[config.mk]
export PLATFORM = sky130hd
export DESIGN_NAME = hci_source_job_scheduler
export DESIGN_NICKNAME = d
export VERILOG_FILES = /design/src/rtl/hci_source_job_scheduler.sv
export SDC_FILE = /design/constraint.sdc
export NUM_CORES = 1
export LEC_CHECK = 0
export CAP_MARGIN = 20
export CORE_MARGIN = 1.5
export CORE_UTILIZATION = 58
export CTS_CLUSTER_DIAMETER = 120
export DETAILED_ROUTE_END_ITERATION = 6
export GPL_TIMING_DRIVEN = 1
export PLACE_DENSITY_LB_ADDON = 0.3
export SLEW_MARGIN = 40
export SYNTH_ARGS = -nofsm -noshare
export SYNTH_HDL_FRONTEND = slang
export SYNTH_SLANG_ARGS = --single-unit
[constraint.sdc]
create_clock -name clk_i -period 12.33 [get_ports clk_i]
set_clock_uncertainty 0.05 [all_clocks]
set_input_delay 1.8495 -clock clk_i [delete_from_list [all_inputs] [get_ports clk_i]]
set_output_delay 1.8495 -clock clk_i [all_outputs]
set_load 0.02 [all_outputs]
[src/rtl/hci_source_job_scheduler.sv]
// Job scheduler for one TCDM source streamer: buffers job descriptors in a FIFO,
// issues them one at a time with a start pulse, counts completions and watches for hangs.
module hci_source_job_scheduler #(
    parameter int unsigned JOB_WIDTH      = 128,
    parameter int unsigned QUEUE_DEPTH    = 4,
    parameter int unsigned CNT_WIDTH      = 16,
    parameter int unsigned TIMEOUT_CYCLES = 0
) (
    input  logic                               clk_i,
    input  logic                               rst_ni,
    input  logic                               clear_i,
    input  logic                               enable_i,
    input  logic                               job_valid_i,
    output logic                               job_ready_o,
    input  logic [JOB_WIDTH-1:0]               job_data_i,
    output logic                               streamer_req_start_o,
    output logic [JOB_WIDTH-1:0]               streamer_job_o,
    input  logic                               streamer_ready_start_i,
    input  logic                               streamer_done_i,
    output logic                               busy_o,
    output logic [$clog2(QUEUE_DEPTH+1)-1:0]   queue_level_o,
    output logic [CNT_WIDTH-1:0]               jobs_done_o,
    output logic                               evt_done_o,
    output logic                               error_o
);

    localparam int unsigned LVL_W = $clog2(QUEUE_DEPTH + 1);
    localparam int unsigned PTR_W = (QUEUE_DEPTH > 1) ? $clog2(QUEUE_DEPTH) : 1;
    localparam int unsigned WD_W  = (TIMEOUT_CYCLES > 0) ? $clog2(TIMEOUT_CYCLES + 1) : 1;
    localparam bit          WD_EN = (TIMEOUT_CYCLES > 0);
    localparam logic [WD_W-1:0]  WD_MAX  = WD_W'(TIMEOUT_CYCLES);
    localparam logic [LVL_W-1:0] LVL_MAX = LVL_W'(QUEUE_DEPTH);

    typedef enum logic [1:0] {
        IDLE,
        ISSUE,
        RUN
    } state_e;

    state_e                 state_q, state_d;
    logic [JOB_WIDTH-1:0]   job_q, job_d;
    logic [CNT_WIDTH-1:0]   done_cnt_q, done_cnt_d;
    logic [WD_W-1:0]        wd_q, wd_d;
    logic                   err_q, err_d;
    logic                   req_start;
    logic                   evt_done;

    logic [JOB_WIDTH-1:0]   mem_q [QUEUE_DEPTH];
    logic [PTR_W-1:0]       rd_ptr_q, wr_ptr_q;
    logic [LVL_W-1:0]       level_q;
    logic                   push, pop;

    function automatic logic [PTR_W-1:0] ptr_inc(input logic [PTR_W-1:0] p);
        return (p == PTR_W'(QUEUE_DEPTH - 1)) ? '0 : p + PTR_W'(1);
    endfunction

    assign job_ready_o = enable_i & (level_q != LVL_MAX);
    assign push        = job_valid_i & job_ready_o & ~clear_i;
    // The head leaves the queue only at the end of ISSUE, so a new job never bypasses the FIFO.
    assign pop         = enable_i & ~clear_i & (state_q == ISSUE);

    always_ff @(posedge clk_i) begin
        if (push) begin
            mem_q[wr_ptr_q] <= job_data_i;
        end
    end

    always_ff @(posedge clk_i or negedge rst_ni) begin
        if (!rst_ni) begin
            rd_ptr_q <= '0;
            wr_ptr_q <= '0;
            level_q  <= '0;
        end else if (clear_i) begin
            rd_ptr_q <= '0;
            wr_ptr_q <= '0;
            level_q  <= '0;
        end else begin
            if (push) begin
                wr_ptr_q <= ptr_inc(wr_ptr_q);
            end
            if (pop) begin
                rd_ptr_q <= ptr_inc(rd_ptr_q);
            end
            unique case ({push, pop})
                2'b10:   level_q <= level_q + LVL_W'(1);
                2'b01:   level_q <= level_q - LVL_W'(1);
                default: level_q <= level_q;
            endcase
        end
    end

    always_comb begin
        state_d    = state_q;
        job_d      = job_q;
        done_cnt_d = done_cnt_q;
        wd_d       = wd_q;
        err_d      = err_q;
        req_start  = 1'b0;
        evt_done   = 1'b0;
        if (clear_i) begin
            state_d    = IDLE;
            job_d      = '0;
            done_cnt_d = '0;
            wd_d       = '0;
            err_d      = 1'b0;
        end else if (enable_i) begin
            unique case (state_q)
                IDLE: begin
                    if ((level_q != '0) && streamer_ready_start_i) begin
                        state_d = ISSUE;
                        job_d   = mem_q[rd_ptr_q];
                    end
                end
                ISSUE: begin
                    req_start = 1'b1;
                    state_d   = RUN;
                    wd_d      = '0;
                end
                RUN: begin
                    if (streamer_done_i) begin
                        done_cnt_d = done_cnt_q + CNT_WIDTH'(1);
                        state_d    = IDLE;
                        evt_done   = (level_q == '0);
                    end else if (WD_EN && (wd_q != WD_MAX)) begin
                        // Saturating watchdog; the job keeps running after the error is flagged.
                        wd_d = wd_q + WD_W'(1);
                        if (wd_d == WD_MAX) begin
                            err_d = 1'b1;
                        end
                    end
                end
                default: state_d = IDLE;
            endcase
        end
    end

    always_ff @(posedge clk_i or negedge rst_ni) begin
        if (!rst_ni) begin
            state_q    <= IDLE;
            job_q      <= '0;
            done_cnt_q <= '0;
            wd_q       <= '0;
            err_q      <= 1'b0;
        end else begin
            state_q    <= state_d;
            job_q      <= job_d;
            done_cnt_q <= done_cnt_d;
            wd_q       <= wd_d;
            err_q      <= err_d;
        end
    end

    assign streamer_req_start_o = req_start;
    assign streamer_job_o       = job_q;
    assign evt_done_o           = evt_done;
    assign jobs_done_o          = done_cnt_q;
    assign error_o              = err_q;
    assign queue_level_o        = level_q;
    assign busy_o               = (state_q != IDLE) | (level_q != '0);

endmodule
### Word level (Yosys, flattened, before mapping)

Memory sizes are Yosys's and may differ from the RTL's.
Cells that the tools add are included.

| operators by class | value |
|---|---|
| add/subtract/negate cells | 5 |
| equality and inequality tests | 9 |
| muxes and demuxes | 30 |
| bitwise logic cells | 7 |
| reductions and logical operators | 16 |

Operators with widths:

| operator | number |
|---|---|
| $mux W128 | 4 |
| $mux W16 | 4 |
| $mux W2 | 10 |
| $add A16 B1 Y16 const B | 1 |
| $reduce_bool A2 Y1 | 8 |
| $mux W1 | 9 |
| $ne A3 B3 Y1 const B | 3 |
| $reduce_and A3 Y1 | 3 |
| $eq A2 B2 Y1 const B | 4 |
| $pmux W2 S3 | 1 |
| $pmux W3 S2 | 1 |
| $reduce_bool A3 Y1 | 2 |
| $and A1 B1 Y1 | 5 |
| $add A2 B1 Y2 const B | 2 |
| $eq A2 B1 Y1 const B | 2 |
| $add A3 B1 Y3 const B | 1 |
| $logic_not A3 Y1 | 1 |
| $mux W3 | 1 |
| $sub A3 B1 Y3 const B | 1 |
| $logic_not A2 Y1 | 1 |
| $logic_and A1 B1 Y1 | 1 |
| $not A1 Y1 | 1 |
| $or A1 B1 Y1 | 1 |

| word-level totals | value |
|---|---|
| register bits | 153 |
| memory bits (writable) | 512 |
| input bits | 135 |
| output and inout bits | 152 |
| word-level logic and storage cells | 74 |
| memories | 1 |

Memories:

| memory | depth | width | read ports | clocked after Yosys merged registers in | write ports | line | RTL |
|---|---|---|---|---|---|---|---|
| mem_q | 4 | 128 | 1 | 0 | 1 | 48 | `logic [JOB_WIDTH-1:0] mem_q [QUEUE_DEPTH];` |

### Longest topological paths before layout

| depth | value |
|---|---|
| depth in word-level cells | 7 |
| gate-level depth with buffers | 8 |

### Worst setup path before layout

OpenSTA, ideal clock, no wires.

| timing path | value |
|---|---|
| kind | input -> register |
| start point | in enable_i |
| end point | mem mem_q[0][0], enable pin |
| setup time | 0.503 ns |
| arrival | 5.480 ns |
| slack | 6.297 ns |
| stages | 5 |
| buffers on the path | 1 |
| path through | buf_4 > nand2_1 > a21oi_2 > nor2b_1 > and2_1 |

| between the ends | value |
|---|---|
| longest elaborated chain between the ends | 5 |

Ends and longest elaborated chain:

| item | line | RTL |
|---|---|---|
| start, declared | 12 | `input logic enable_i,` |
| $and A1 B1 Y1 | 57 | `assign job_ready_o = enable_i & (level_q != LVL_MAX);` |
| $and A1 B1 Y1 (2 in series) | 58 | `assign push = job_valid_i & job_ready_o & ~clear_i;` |
| $mux W1 | 63 | `if (push) begin` |
| $mux W1 (not written as such) | 64 | `mem_q[wr_ptr_q] <= job_data_i;` |
| end, declared | 48 |  |

Every way passes these cells.

### Final worst setup path

| timing path | value |
|---|---|
| start point | in enable_i |
| end point | out streamer_req_start_o |

| between the ends | value |
|---|---|
| longest elaborated chain between the ends | 2 |

Ends and longest elaborated chain:

| item | line | RTL |
|---|---|---|
| $mux W1 | 106 | `end else if (enable_i) begin` |
| $mux W1 | 100 | `if (clear_i) begin` |
| end, declared | 16 | `output logic streamer_req_start_o,` |

Every way passes these cells.

==> results <==
- The worst ir drop on vdd is 130 uV.
- After floorplanning, the core was divided into 74 placement rows.
- The total die area is 43,400 sq um.
- For the worst setup path, the data arrival time is 3.61 ns.
- Entering global routing, the biggest net connects between 90 and 100 pins.
- The clock reaches the later pin of the worst-skew pair after 0.57 ns.
- In this run the count of I/O pins placed on the die edge is 287.
- The detail route stage leaves a number of antenna-violating nets equal to 0.
- Counting the buffers created by CTS gives 66.
- The capture endpoint of the worst hold path is streamer_job_o[54].
- The net count after synthesis is 1,248.
- Measured along the y axis, the die boundary spans between 200 and 250 um.
- For the worst flop-to-flop path, the logic depth is 5.
- The hold violation count in the final report is 0.
- Along the worst hold path, the cell count comes to 1.
- The starting DRC count in detailed routing is 1,074.
- For flop-to-flop paths, the worst setup slack is 9.15 ns.
- Setup total negative slack on the finished layout was measured at 0 ns.
- The total routing usage reported by global routing is 24.0%.
- The most used flip-flop cell after synthesis is edfxtp_1.
- The synthesis-stage register bit count is between 600 and 700.
- The class of the most critical hold timing path is reg2reg.
- The first detailed-routing pass took 5 iterations.
- Clock-pin slew was measured on the worst setup and hold paths at 0.06 ns.
- The number of remaining DRC errors is 0.
- No sink is reached through more buffers than the 3 on the longest clock path.
- Headroom to the max-slew limit came out at 46.9%.
- The critical register-to-register path endpoint is mem_q[3][41].
- The via count of the first global-routing pass is 12,657.
- The startpoint of the worst hold path is streamer_job_o[54].
- On the worst path, the slowest cell contributes a delay of 0.62 ns.
- The count of hold buffers inserted by post-cts repair is 0.
- The number of failing setup endpoints in the final timing report is 0.
- The run finished with clean final reports.
- STA classifies the critical path startpoint as a primary input.
- Sequential cells were found to cover 78.6% of the synthesized design area.
- The routed length per placed instance is 25.2 um.
- After detailed routing, the total wire length is approximately 51 mm.
- The cell family contributing the most delay on the critical path is buffers and inverters.
- The clock tree from TritonCTS is yes.
- Traced cell by cell, the critical path runs through clkdlybuf4s50_1 -> nand3b_1 -> nor2_1 -> clkdlybuf4s50_1.
- The number of pins with negative max-slew slack in the final report is 0.
- In the routed layout, each cell is associated on average with a via count of 6.02.
- Compared with the post-synthesis result, the final layout area differs by 22.4%.
- Port buffering added approximately 290 buffers.
- The wire length of the first global-routing pass is 77.1 mm.
- The utilization of the core after routing is 72.5%.
- The startpoint of the worst register-to-register path is queue_level_o[0].
- The H-tree was split into 3 levels.
- The smallest clock period supported by the final layout is computed as 5.51 ns.
- Detailed placement finished with a half-perimeter wire length of a little under 30 mm.
- At the end of routability-driven placement, the weighted congestion stood at 0.815.
- Together, buffers and inverters on the worst path number 2.
- The count of yosys warnings during synthesis is 0.
- The number of gates resized after cts is 0.
- Buffers added to address setup during post-CTS repair amount to 0.
- The combined area of all synthesized cells is roughly 24,000 sq um.
- Summing over every cut layer, the via total after detailed routing is 12,060.
- The die is 208 um wide.
- The count of unique library cells instantiated by Yosys is 45.
- The aggregate global routing overflow is 0.
- The sink count of the clock tree is ~670.
- The count of flip-flops with a built-in enable after synthesis is 512.
- The number of antenna violations at the first check in global routing is 9.
- The async set or reset register ratio after synthesis is roughly 23%.
- The kind of capture point of the worst setup path is a primary output.
- In this run the worst path has a maximum fanout of 9.
- Synthesis produced a netlist whose cell count is approximately 1,100.
- The highest achievable clock rate is 181 MHz.
- The layout net count is between 1,500 and 2,000.
- The most prevalent standard cell on the critical path is clkdlybuf4s50_1.
- The cell at the slowest stage of the critical path is clkdlybuf4s50_1.
- The required time of the critical path is about 10 ns.
- The core region is between 40,000 and 50,000 sq um.
- Once the floorplan was initialized, standard cells occupied 59.3% of the core.
- Summed over all cells, the static leakage comes to 0.0103 uW.
- For this design the ratio of total power to cell area is 155 nW/um^2.
- In this run the number of cells on the critical path is 4.
- Max-cap violations in this run came to 0.
- The buffer type at the clock tree root is clkbuf_16.
- The average size of a mapped cell is between 20 and 25 sq um.
- The critical path class is in2out.
- For the pin with the worst max-slew slack, the measured transition is 0.797 ns.
- The share of post-route cells with drive strength above 1 is ~17%.
- The worst path uses 44.7% of the clock period.
- Setup repair after global routing left no endpoint under its margin.
==> registers in the layout (all words and copies together) (netlist names) <==
signal          cells
jobs_done_o        16
mem_q             512
queue_level_o       3
rd_ptr_q            2
state_q             2
streamer_job_o    128
wr_ptr_q            2
==> area by class of cell <==
| cell class | instances | area (sq um) |
|---|---|---|
| antenna | 5 | 12.5 |
| clock buffer | 90 | 1870 |
| clock inverter | 30 | 265 |
| fill | 2371 | 11300 |
| inverter | 3 | 11.3 |
| multi-input combinational | 374 | 4810 |
| sequential | 665 | 19200 |
| tap | 532 | 666 |
| timing repair buffer | 303 | 3050 |
==> cells in the final DEF, fill, tap and decap left out, types with 6 or more instances in the layout <==
| cell | netlist | layout |
|---|---|---|
| a21oi_1 | 11 | 11 |
| clkdlybuf4s50_1 | 0 | 284 |
| nor2_1 | 20 | 19 |
| or3_1 | 6 | 6 |
| clkbuf_8 | 0 | 7 |
| clkbuf_16 | 0 | 69 |
| o21ai_0 | 7 | 7 |
| nand2_1 | 9 | 9 |
| xor2_1 | 7 | 7 |
| buf_4 | 12 | 10 |
| dfrtp_1 | 153 | 151 |
| edfxtp_1 | 512 | 512 |
| ha_1 | 6 | 6 |
| mux4_2 | 128 | 128 |
| clkinv_2 | 0 | 9 |
| clkbuf_1 | 15 | 15 |
| clkinv_1 | 0 | 14 |
| a22o_1 | 128 | 128 |
==> kinds of logic (layout without fill, tap and decap cells) <==
group	count (synthesis)	in the layout	share of synthesized area, %
AO/OA/AOI/OAI	153	153	5.18
AND/OR/NAND/NOR	69	69	1.59
adder cells (fa/ha/maj)	7	7	0.389
buffers and inverters	67	426	1.78
other	1	6	0.0154
XOR/XNOR	9	9	0.323
multiplexers	135	135	12.1
flip-flops	665	665	78.6
==> cell usage after synthesis, types with 2 or more instances <==
library cell	instances	area [sq um]
edfxtp_1	512	15400
dfrtp_1	153	3830
a22o_1	128	1120
mux4_2	128	2880
buf_2	20	100
nor2_1	20	75.1
buf_6	15	169
clkbuf_1	15	56.3
buf_4	12	90.1
a21oi_1	11	55.1
nand2_1	9	33.8
o21ai_0	7	35.0
xor2_1	7	61.3
and2_1	6	37.5
ha_1	6	75.1
or3_1	6	37.5
mux2i_1	5	50.1
nand2b_1	4	25.0
nand3_1	4	20.0
and3_1	3	18.8
inv_1	3	11.3
nor2b_1	3	18.8
nor3_1	3	15.0
buf_1	2	7.51
nand4_1	2	12.5
o2111ai_1	2	17.5
xnor2_1	2	17.5
==> worst max path at each step <==
stage / from / endpoint / slack (ns)
after floorplan: enable_i / mem_q[0][0] / 6.30
after global placement: enable_i / streamer_req_start_o / 6.86
after detailed placement: enable_i / streamer_req_start_o / 6.83
after CTS: enable_i / streamer_req_start_o / 6.81
after global routing: enable_i / streamer_req_start_o / 6.70
final: enable_i / streamer_req_start_o / 6.82
==> where the power goes <==
group          switching (uW)  internal [uW]  total (uW)
Sequential               18.0           2450        2470
Clock                     799           1160        1960
Combinational             107           98.3         205
Total                     924           3720        4640
==> worst reg2reg max path: cells and delay by family (launching register included) <==
kind / cells / cell delay (ns)
simple gates: 3 / 1.05
compound gates: 1 / 0.39
flops: 1 / 0.48
buf+inv: 1 / 0.79
==> through the flow <==
stage	setup WS [ns]	instance area [sq um]	hold WS [ns]	instances	power (uW)
detailed placement	6.83	27700	0.442	1876	2720
global placement	6.86	27700	0.438	1875	2710
finish	6.82	29900	0.453	2002	4640
global route	6.70	29900	0.467	1998	4770
floorplan	6.30	24400	0.488	1106	2600
CTS	6.81	29800	0.457	1996	4670
==> per-layer routing <==
layer	share of wire, %	wire [um]	track usage (%)	vias up
li1	-	-	-	5204
met1	42	21000	34.2	6305
met2	49	24700	37.9	469
met3	7.6	3820	5.60	72
met4	1.8	929	6.62	10
met5	0.15	78	0	-
(Power assumes the default switching activity.)
